[src/rtl/mem_port_arbiter.sv]
// mem_port_arbiter: round-robin arbiter for two requesters sharing one
// single-port memory. One transaction is in flight at a time. The memory
// port is driven for a single access cycle, the read latency is waited
// out, and a one-cycle response pulse goes back to the owning requester.
module mem_port_arbiter #(
    parameter int DATA_WIDTH   = 8,
    parameter int ADDR_WIDTH   = 32,
    parameter int READ_LATENCY = 1
) (
    input  logic                  clk,
    input  logic                  reset,
    input  logic                  req0_valid,
    output logic                  req0_ready,
    input  logic [ADDR_WIDTH-1:0] req0_addr,
    input  logic [DATA_WIDTH-1:0] req0_dataIn,
    input  logic                  req0_writeEnable,
    input  logic                  req1_valid,
    output logic                  req1_ready,
    input  logic [ADDR_WIDTH-1:0] req1_addr,
    input  logic [DATA_WIDTH-1:0] req1_dataIn,
    input  logic                  req1_writeEnable,
    output logic                  rsp0_valid,
    output logic [DATA_WIDTH-1:0] rsp0_dataOut,
    output logic                  rsp1_valid,
    output logic [DATA_WIDTH-1:0] rsp1_dataOut,
    output logic [ADDR_WIDTH-1:0] mem_addr,
    output logic [DATA_WIDTH-1:0] mem_dataIn,
    output logic                  mem_writeEnable,
    input  logic [DATA_WIDTH-1:0] mem_dataOut,
    output logic                  busy,
    output logic                  grant_id
);

    typedef enum logic [1:0] {
        ST_IDLE   = 2'd0,
        ST_ACCESS = 2'd1,
        ST_WAIT   = 2'd2
    } state_t;

    // Counter must be able to hold READ_LATENCY itself.
    localparam int CNT_W = (READ_LATENCY > 1) ? $clog2(READ_LATENCY + 1) : 1;

    state_t                state_q, state_d;
    logic [CNT_W-1:0]      cnt_q, cnt_d;
    logic                  last_grant_q, last_grant_d;
    logic                  owner_q, owner_d;
    logic [ADDR_WIDTH-1:0] addr_q, addr_d;
    logic [DATA_WIDTH-1:0] data_q, data_d;
    logic                  we_q, we_d;
    logic                  mem_we_q, mem_we_d;
    logic                  busy_q, busy_d;
    logic [1:0]            rsp_valid_q, rsp_valid_d;
    logic [DATA_WIDTH-1:0] rsp0_data_q, rsp0_data_d;
    logic [DATA_WIDTH-1:0] rsp1_data_q, rsp1_data_d;
    logic                  sel_s;
    logic                  accept_s;
    logic                  done_s;
    logic [DATA_WIDTH-1:0] done_data_s;

    // Pick a requester: a lone valid one wins, a tie goes to the one not granted last.
    always_comb begin
        sel_s = 1'b0;
        if (req0_valid && req1_valid) begin
            sel_s = ~last_grant_q;
        end else if (req1_valid) begin
            sel_s = 1'b1;
        end else begin
            sel_s = 1'b0;
        end
    end

    assign accept_s   = (state_q == ST_IDLE) && (req0_valid || req1_valid);
    assign req0_ready = accept_s && !sel_s;
    assign req1_ready = accept_s && sel_s;

    // Sequencer next state: latch on acceptance, one access cycle, then the read wait.
    always_comb begin
        state_d      = state_q;
        cnt_d        = cnt_q;
        last_grant_d = last_grant_q;
        owner_d      = owner_q;
        addr_d       = addr_q;
        data_d       = data_q;
        we_d         = we_q;
        mem_we_d     = 1'b0;
        done_s       = 1'b0;
        done_data_s  = {DATA_WIDTH{1'b0}};
        case (state_q)
            ST_IDLE: begin
                if (accept_s) begin
                    state_d      = ST_ACCESS;
                    last_grant_d = sel_s;
                    owner_d      = sel_s;
                    addr_d       = sel_s ? req1_addr : req0_addr;
                    data_d       = sel_s ? req1_dataIn : req0_dataIn;
                    we_d         = sel_s ? req1_writeEnable : req0_writeEnable;
                    mem_we_d     = sel_s ? req1_writeEnable : req0_writeEnable;
                end else begin
                    state_d = ST_IDLE;
                end
            end
            ST_ACCESS: begin
                if (we_q) begin
                    state_d = ST_IDLE;
                    done_s  = 1'b1;
                end else begin
                    state_d = ST_WAIT;
                    cnt_d   = CNT_W'(1);
                end
            end
            ST_WAIT: begin
                if (cnt_q == CNT_W'(READ_LATENCY)) begin
                    state_d     = ST_IDLE;
                    done_s      = 1'b1;
                    done_data_s = mem_dataOut;
                end else begin
                    cnt_d = cnt_q + CNT_W'(1);
                end
            end
            default: begin
                state_d = ST_IDLE;
            end
        endcase
    end

    // Route the completion pulse and its data (zero for writes) to the owner only.
    always_comb begin
        rsp_valid_d = 2'b00;
        rsp0_data_d = rsp0_data_q;
        rsp1_data_d = rsp1_data_q;
        if (done_s && owner_q) begin
            rsp_valid_d = 2'b10;
            rsp1_data_d = done_data_s;
        end else if (done_s) begin
            rsp_valid_d = 2'b01;
            rsp0_data_d = done_data_s;
        end else begin
            rsp_valid_d = 2'b00;
        end
    end

    assign busy_d = (state_d != ST_IDLE);

    // State and output registers; reset abandons any transaction in flight.
    always_ff @(posedge clk) begin
        if (reset) begin
            state_q      <= ST_IDLE;
            cnt_q        <= {CNT_W{1'b0}};
            last_grant_q <= 1'b1;
            owner_q      <= 1'b0;
            addr_q       <= {ADDR_WIDTH{1'b0}};
            data_q       <= {DATA_WIDTH{1'b0}};
            we_q         <= 1'b0;
            mem_we_q     <= 1'b0;
            busy_q       <= 1'b0;
            rsp_valid_q  <= 2'b00;
            rsp0_data_q  <= {DATA_WIDTH{1'b0}};
            rsp1_data_q  <= {DATA_WIDTH{1'b0}};
        end else begin
            state_q      <= state_d;
            cnt_q        <= cnt_d;
            last_grant_q <= last_grant_d;
            owner_q      <= owner_d;
            addr_q       <= addr_d;
            data_q       <= data_d;
            we_q         <= we_d;
            mem_we_q     <= mem_we_d;
            busy_q       <= busy_d;
            rsp_valid_q  <= rsp_valid_d;
            rsp0_data_q  <= rsp0_data_d;
            rsp1_data_q  <= rsp1_data_d;
        end
    end

    assign rsp0_valid      = rsp_valid_q[0];
    assign rsp1_valid      = rsp_valid_q[1];
    assign rsp0_dataOut    = rsp0_data_q;
    assign rsp1_dataOut    = rsp1_data_q;
    assign mem_addr        = addr_q;
    assign mem_dataIn      = data_q;
    assign mem_writeEnable = mem_we_q;
    assign busy            = busy_q;
    assign grant_id        = owner_q;

endmodule

[config.mk]
export PLATFORM = sky130hd
export DESIGN_NAME = mem_port_arbiter
export DESIGN_NICKNAME = d
export VERILOG_FILES = /design/src/rtl/mem_port_arbiter.sv
export SDC_FILE = /design/constraint.sdc
export NUM_CORES = 1
export LEC_CHECK = 0
export ABC_AREA = 1
export ABC_CLOCK_PERIOD_IN_PS = 1580
export CAP_MARGIN = 5
export CELL_PAD_IN_SITES_DETAIL_PLACEMENT = 1
export CELL_PAD_IN_SITES_GLOBAL_PLACEMENT = 2
export CORE_UTILIZATION = 20
export CTS_CLUSTER_SIZE = 12
export DETAILED_ROUTE_END_ITERATION = 12
export PLACE_DENSITY_LB_ADDON = 0.08
export SYNTH_ARGS = -nofsm -noshare
export SYNTH_HDL_FRONTEND = slang
export SYNTH_SLANG_ARGS = --single-unit
[constraint.sdc]
create_clock -name clk -period 1.58 [get_ports clk]
set_input_delay 0.316 -clock clk [delete_from_list [all_inputs] [get_ports clk]]
set_output_delay 0.316 -clock clk [all_outputs]
set_load 0.01 [all_outputs]
# == Word level (Yosys, flattened, before mapping) ==
# Cells that the tools add are included.
# classes
add_sub_neg,1
eq_ne,3
muxes,19
bitwise,4
n_reduce_logical,15
# op_table
operator,n
$mux W32,1
$mux W8,3
$mux W1,9
$mux W2,3
$pmux W2 S3,1
$reduce_and A2 Y1,3
$logic_and A1 B1 Y1,5
$not A1 Y1,4
$pmux W1 S2,2
$reduce_bool A2 Y1,2
$reduce_or A3 Y1,1
$eq A2 B1 Y1 const B,1
$eq A2 B2 Y1 const B,1
$logic_not A2 Y1,1
$ne A2 B2 Y1 const B,1
$reduce_or A2 Y1,1
$add A1 B1 Y1 const B,1
$logic_not A1 Y1,1
$logic_or A1 B1 Y1,1
# word_totals
register_bits,66
in_bits,94
output_inout_bits,63

# == Logic depth before layout (Yosys ltp) ==
# logic_depth
word_depth,5
mapped_depth,8
mapped_depth_nobuf,8

# == Worst setup path after synthesis ==
# Ideal clock, no wire load.
# synth_path
path_kind,register to register
startpoint,register state_q[0]
endpoint,register rsp1_data_q[0] (netlist: rsp1_dataOut[0])
setup_ns,0.125
arrival_time_ns,1.246
slack_ns,0.209
stages_incl_launch_ff,7
synth_period_minus_slack_ns,1.371
cell_sequence,dfxtp_1 -> inv_1 -> ha_1 -> clkbuf_2 -> nand3_1 -> nand3_1 -> o21ai_0
# synth_between
elab_chain_len,3
elab_cells_between_ends,5
classes_between,2 x eq/ne; 2 x mux; 1 x reduce/logical
# synth_rtl
item,line_no,text
start: declaration,43,"state_t state_q, state_d;"
start signal: assignment,160,state_q <= state_d;
$eq A2 B2 Y1 / $eq A2 B1 Y1 (equally long branches),88,case (state_q)
$pmux W1 S2,88,
$logic_and A1 B1 Y1,131,if (done_s && owner_q) begin
end signal: assignment,158,rsp1_data_q <= {DATA_WIDTH{1'b0}};
end signal: assignment,171,rsp1_data_q <= rsp1_data_d;
end: declaration,54,"logic [DATA_WIDTH-1:0] rsp1_data_q, rsp1_data_d;"
# Several ways; a longest one is shown, not always the timed one.
# A chain may end at the register's enable or synchronous reset.

# == Final worst setup path ==
# layout_path
startpoint,register addr_q[7] (netlist: mem_addr[7])
endpoint,output port mem_addr[7]
# layout_lines
item,line_no,text
start: declaration,47,"logic [ADDR_WIDTH-1:0] addr_q, addr_d;"
start signal: assignment,151,addr_q <= {ADDR_WIDTH{1'b0}};
start signal: assignment,164,addr_q <= addr_d;
end: declaration,26,"output logic [ADDR_WIDTH-1:0] mem_addr,"
# No word-level cell between the ends.

==> out/qor.log <==
INFO  status         outcome=finished clean
INFO  setup_path     path_cells=clkdlybuf4s50_1
INFO  sta            fin_worst_hold_slack=0.4338ns
INFO  setup_path     path_depth=1
INFO  setup_path     r2r_start=state_q[0]
INFO  die            die_area=0.01623mm^2
INFO  sta            timing.final.hold_violations=0
INFO  die            row_count=45
INFO  pwr            cellInternalPower=3.652mW
INFO  synth          number_of_instances_in_the_synthesized_netlist=463
INFO  synth          yosys_warnings=0
INFO  finish         layout-drive-gt1-share=8.960%
INFO  pwr            power.share.switching=28.86%
INFO  global_route   antenna_found_initial=0
INFO  setup_path     startpoint_type_of_the_worst_setup_path=register
INFO  synth          share_of_synthesized_area_spent_on_multiplexers=0%
INFO  clock_network  cts_max_path_bufs=2
INFO  clock_network  cts_num_sinks=66
INFO  global_route   grt_max_degree=46
INFO  detailed_routing drcViolationCount=0
INFO  finish         filler_cell_count=1907
INFO  synth          synth_top_family_by_area=simple AND/OR/NAND/NOR gates
INFO  clock_network  cts_max_level=3
INFO  die            core_ar=0.01526mm^2
INFO  synth          syn-num-nets=562
INFO  placement      port-buffer-count=156
INFO  die            io_pins=157
INFO  detailed_routing initialDrtViolationCount=109
INFO  worst_hold_path hp-start=reset
INFO  worst_hold_path timing.hold.worst_path_depth=3
INFO  detailed_routing final_antenna_net_count=0
INFO  sta            fin_crit=1.538ns
INFO  detailed_routing postRouteWirelength=11.32mm
INFO  synth          postSynthAreaPerCell=6.794um^2
INFO  detailed_routing dr_vias=3458
INFO  sta            tightestPinTransition=0.4707ns
INFO  synth          post_synth_and_or_nand_nor_area_fraction=36.24%
INFO  finish         syn_to_final_growth=68.62%
INFO  detailed_routing avgRoutedWirePerCell=13.55um
INFO  sta            relSlewSlack=68.62%
INFO  setup_path     crit_family=buffers and inverters
INFO  setup_path     path_max_fanout=2
INFO  clock_network  cts.clk_slew.worst_paths=0.06ns
INFO  clock_network  clock_tree_from_tritoncts=yes
INFO  global_route   via_count_of_the_first_global_routing_pass=3610
INFO  global_route   grt_pass1_wl=18.17mm
INFO  placement      dpl.cell_count=819
INFO  synth          synth.ff_latch_count=66
INFO  clock_network  cts_root_buf=sky130_fd_sc_hd__clkbuf_16
INFO  sta            final-setup-viol-count=0
INFO  worst_hold_path min_to=rsp_valid_q[0]
INFO  synth          synthDistinctLibCells=21
INFO  pwr            power.sequential.fraction=36.4%
INFO  synth          post_synth_xor_area_fraction=0%
INFO  setup_path     worst_ep_arrival_time=1.22ns
INFO  pwr            ir_worst_vdd=0.4292mV
INFO  finish         seqCellArea=0.001325mm^2
INFO  finish         num-nets-final=719
INFO  worst_hold_path path_type_of_the_worst_min_delay_path=input pin to register
INFO  sta            finClkSkew=0.004762ns
INFO  pwr            comb_power_share=24.8%
INFO  global_route   grt_met2_usage=25.65%
INFO  finish         fin_cells=836
INFO  detailed_routing dr.pass1.iters=4
INFO  sta            timing.fmax=650.1MHz
INFO  global_route   grt.busiest_layer=met2
INFO  die            die_x_extent=127.4um
INFO  synth          ys_seq_area_share=42.00%
INFO  clock_network  worstSkewPairLatency=0.34ns
INFO  placement      place_congestion=0.7262
INFO  setup_path     critical_path_required=1.26ns
INFO  setup_path     critical_setup_path_class=register to output pin
INFO  setup_path     worstRegToRegCells=7
INFO  synth          syn-cell-area=0.003146mm^2
INFO  pwr            power_per_cell_area=967.9mW/mm^2
INFO  setup_path     buffers_and_inverters_on_the_worst_path=1
INFO  synth          synth_compound_gate_area_share=9.348%
INFO  clock_network  post_cts_hold_buffer_count=0
INFO  sta            grt_setup_unrepaired=no
INFO  flow_run       max_cap_viol_count=0
INFO  setup_path     critPathCaptureType=output pin
INFO  finish         utilization=34.76%
INFO  setup_path     r2r_setup_slack=0.15ns
INFO  pwr            p_clk_share=38.9%
INFO  sta            period_share=97.36%
INFO  pwr            switchingPower=1.482mW
INFO  synth          synth-adder-area-share=1.989%
INFO  pwr            power.static_leakage=2.588nW
INFO  setup_path     timing.critical_path.slowest_cell_delay=0.55ns
INFO  global_route   use_met1=16.20%
INFO  clock_network  tritoncts.num_buffers=9
INFO  global_route   grt_usage=14.65%
INFO  global_route   grt_remaining_overflow=0
INFO  finish         n_antenna_cell=0
INFO  global_route   grt.met3_usage=5.402%
INFO  die            vert_die_dim=127.4um
INFO  pwr            power=5.133mW
INFO  detailed_routing avgViaCountPerCell=4.136
INFO  sta            slew_viol_final=0
INFO  placement      detailedPlacementHpwl=8.038mm
INFO  setup_path     cpMaxStageDelayCell=sky130_fd_sc_hd__clkdlybuf4s50_1
INFO  setup_path     reg2reg_to=busy
INFO  die            initial_utilization=20.62%
INFO  finish         area_of_the_multi_input_gates=0.001519mm^2
[flip-flops by register name, summed over array words and instances (netlist names)]
register / flops
busy: 1
last_grant_q: 1
rsp1_dataOut: 8
we_q: 1
cnt_q: 1
mem_dataIn: 8
rsp0_dataOut: 8
rsp_valid_q: 2
mem_writeEnable: 1
mem_addr: 32
state_q: 2
grant_id: 1
[metal layers]
layer,vias to the layer above,wire [um]
li1,1783,-
met1,1570,4922
met2,94,5381
met3,11,861
met4,0,158
met5,-,0
[layout make-up]
cell class | count | share of cell area [%]
well taps | 211 | 4.978
flip-flops and latches | 66 | 24.98
multi-input cells | 335 | 28.64
inverters | 31 | 2.194
clock inverters | 7 | 1.321
repair buffers | 177 | 33.64
clock buffers | 9 | 4.246
[cell usage after synthesis]
master | n | area [um^2]
sky130_fd_sc_hd__buf_2 | 9 | 45.04
sky130_fd_sc_hd__o21a_1 | 1 | 7.510
sky130_fd_sc_hd__nand2_1 | 189 | 709.4
sky130_fd_sc_hd__buf_4 | 4 | 30.03
sky130_fd_sc_hd__o21ai_1 | 1 | 5.000
sky130_fd_sc_hd__nor2_1 | 14 | 52.55
sky130_fd_sc_hd__o21ai_0 | 12 | 60.06
sky130_fd_sc_hd__clkbuf_2 | 1 | 5.000
sky130_fd_sc_hd__clkbuf_1 | 8 | 30.03
sky130_fd_sc_hd__nand3_2 | 2 | 20.02
sky130_fd_sc_hd__nand3_1 | 59 | 295.3
sky130_fd_sc_hd__o21ai_4 | 1 | 16.27
sky130_fd_sc_hd__inv_2 | 1 | 3.750
sky130_fd_sc_hd__nand2_2 | 2 | 12.51
sky130_fd_sc_hd__a21oi_1 | 41 | 205.2
sky130_fd_sc_hd__ha_1 | 5 | 62.56
sky130_fd_sc_hd__nand4_1 | 8 | 50.05
sky130_fd_sc_hd__buf_6 | 9 | 101.4
sky130_fd_sc_hd__inv_1 | 29 | 108.9
sky130_fd_sc_hd__dfxtp_1 | 66 | 1321
sky130_fd_sc_hd__clkinv_1 | 1 | 3.750
[power by group through the flow]
stage / clock network (mW) / logic [mW] / registers [mW]
6_report: 2.00 / 1.27 / 1.87
5_1_grt: 2.15 / 1.42 / 1.88
4_1_cts: 2.07 / 1.31 / 1.87
3_5_place_dp: 0 / 1.30 / 1.90
3_3_place_gp: 0 / 1.29 / 1.90
2_1_floorplan: 0 / 0.579 / 1.95
[cell families (layout without fill, tap and decap cells)]
logic type / Yosys count / after routing
adders and majority gates: 5 / 5
and+or+nand+nor: 274 / 274
AOI/OAI and AO/OA: 56 / 56
DFF: 66 / 66
buffers and inverters: 62 / 224
[tightest hold or removal path: stages]
cell	delay, ns
sky130_fd_sc_hd__buf_2	0.13
sky130_fd_sc_hd__buf_12	0.18
sky130_fd_sc_hd__nor2_1	0.11
[per-stage QoR]
step                      setup WS (ns)  TNS, ns  area (um^2)
final                           0.04179        0         5304
after global routing         0.00001366        0         5304
after detailed placement        -0.5174   -14.48         4927
after CTS                     0.0008500        0         5228
after global placement          -0.5087   -13.23         4927
after floorplan                  0.2089        0         3146
[cell usage in the layout, fill, tap and decap left out, types with 4 or more instances in the layout]
cell and count:
sky130_fd_sc_hd__nand2_1 187, sky130_fd_sc_hd__clkinvlp_4 4, sky130_fd_sc_hd__nor2_1 14, sky130_fd_sc_hd__nand3_1 58
sky130_fd_sc_hd__ha_1 4, sky130_fd_sc_hd__dlymetal6s2s_1 22, sky130_fd_sc_hd__nand4_1 8, sky130_fd_sc_hd__buf_4 17
sky130_fd_sc_hd__buf_2 4, sky130_fd_sc_hd__o21ai_0 10, sky130_fd_sc_hd__inv_1 27, sky130_fd_sc_hd__dfxtp_1 63
sky130_fd_sc_hd__clkbuf_16 9, sky130_fd_sc_hd__nand2_2 4, sky130_fd_sc_hd__dlygate4sd2_1 5, sky130_fd_sc_hd__clkdlybuf4s50_1 125
sky130_fd_sc_hd__a21oi_1 41
[worst max-delay path by stage]
stage	from	endpoint	slack [ns]
2_1_floorplan	state_q[0]	rsp1_dataOut[0]	0.21
3_3_place_gp	req0_valid	req1_ready	-0.51
3_5_place_dp	req0_valid	req1_ready	-0.52
4_1_cts	mem_addr[6]	mem_addr[6]	0.0008
5_1_grt	rsp0_dataOut[3]	rsp0_dataOut[3]	0.00001
6_report	mem_addr[7]	mem_addr[7]	0.04
[repair_timing]
action,in CTS,in global routing
setup buffers,0,1
pin swaps,0,2
setup endpoints to repair,49,54
gates cloned,0,0
gates resized for setup,21,28
(Power assumes the default switching activity.)
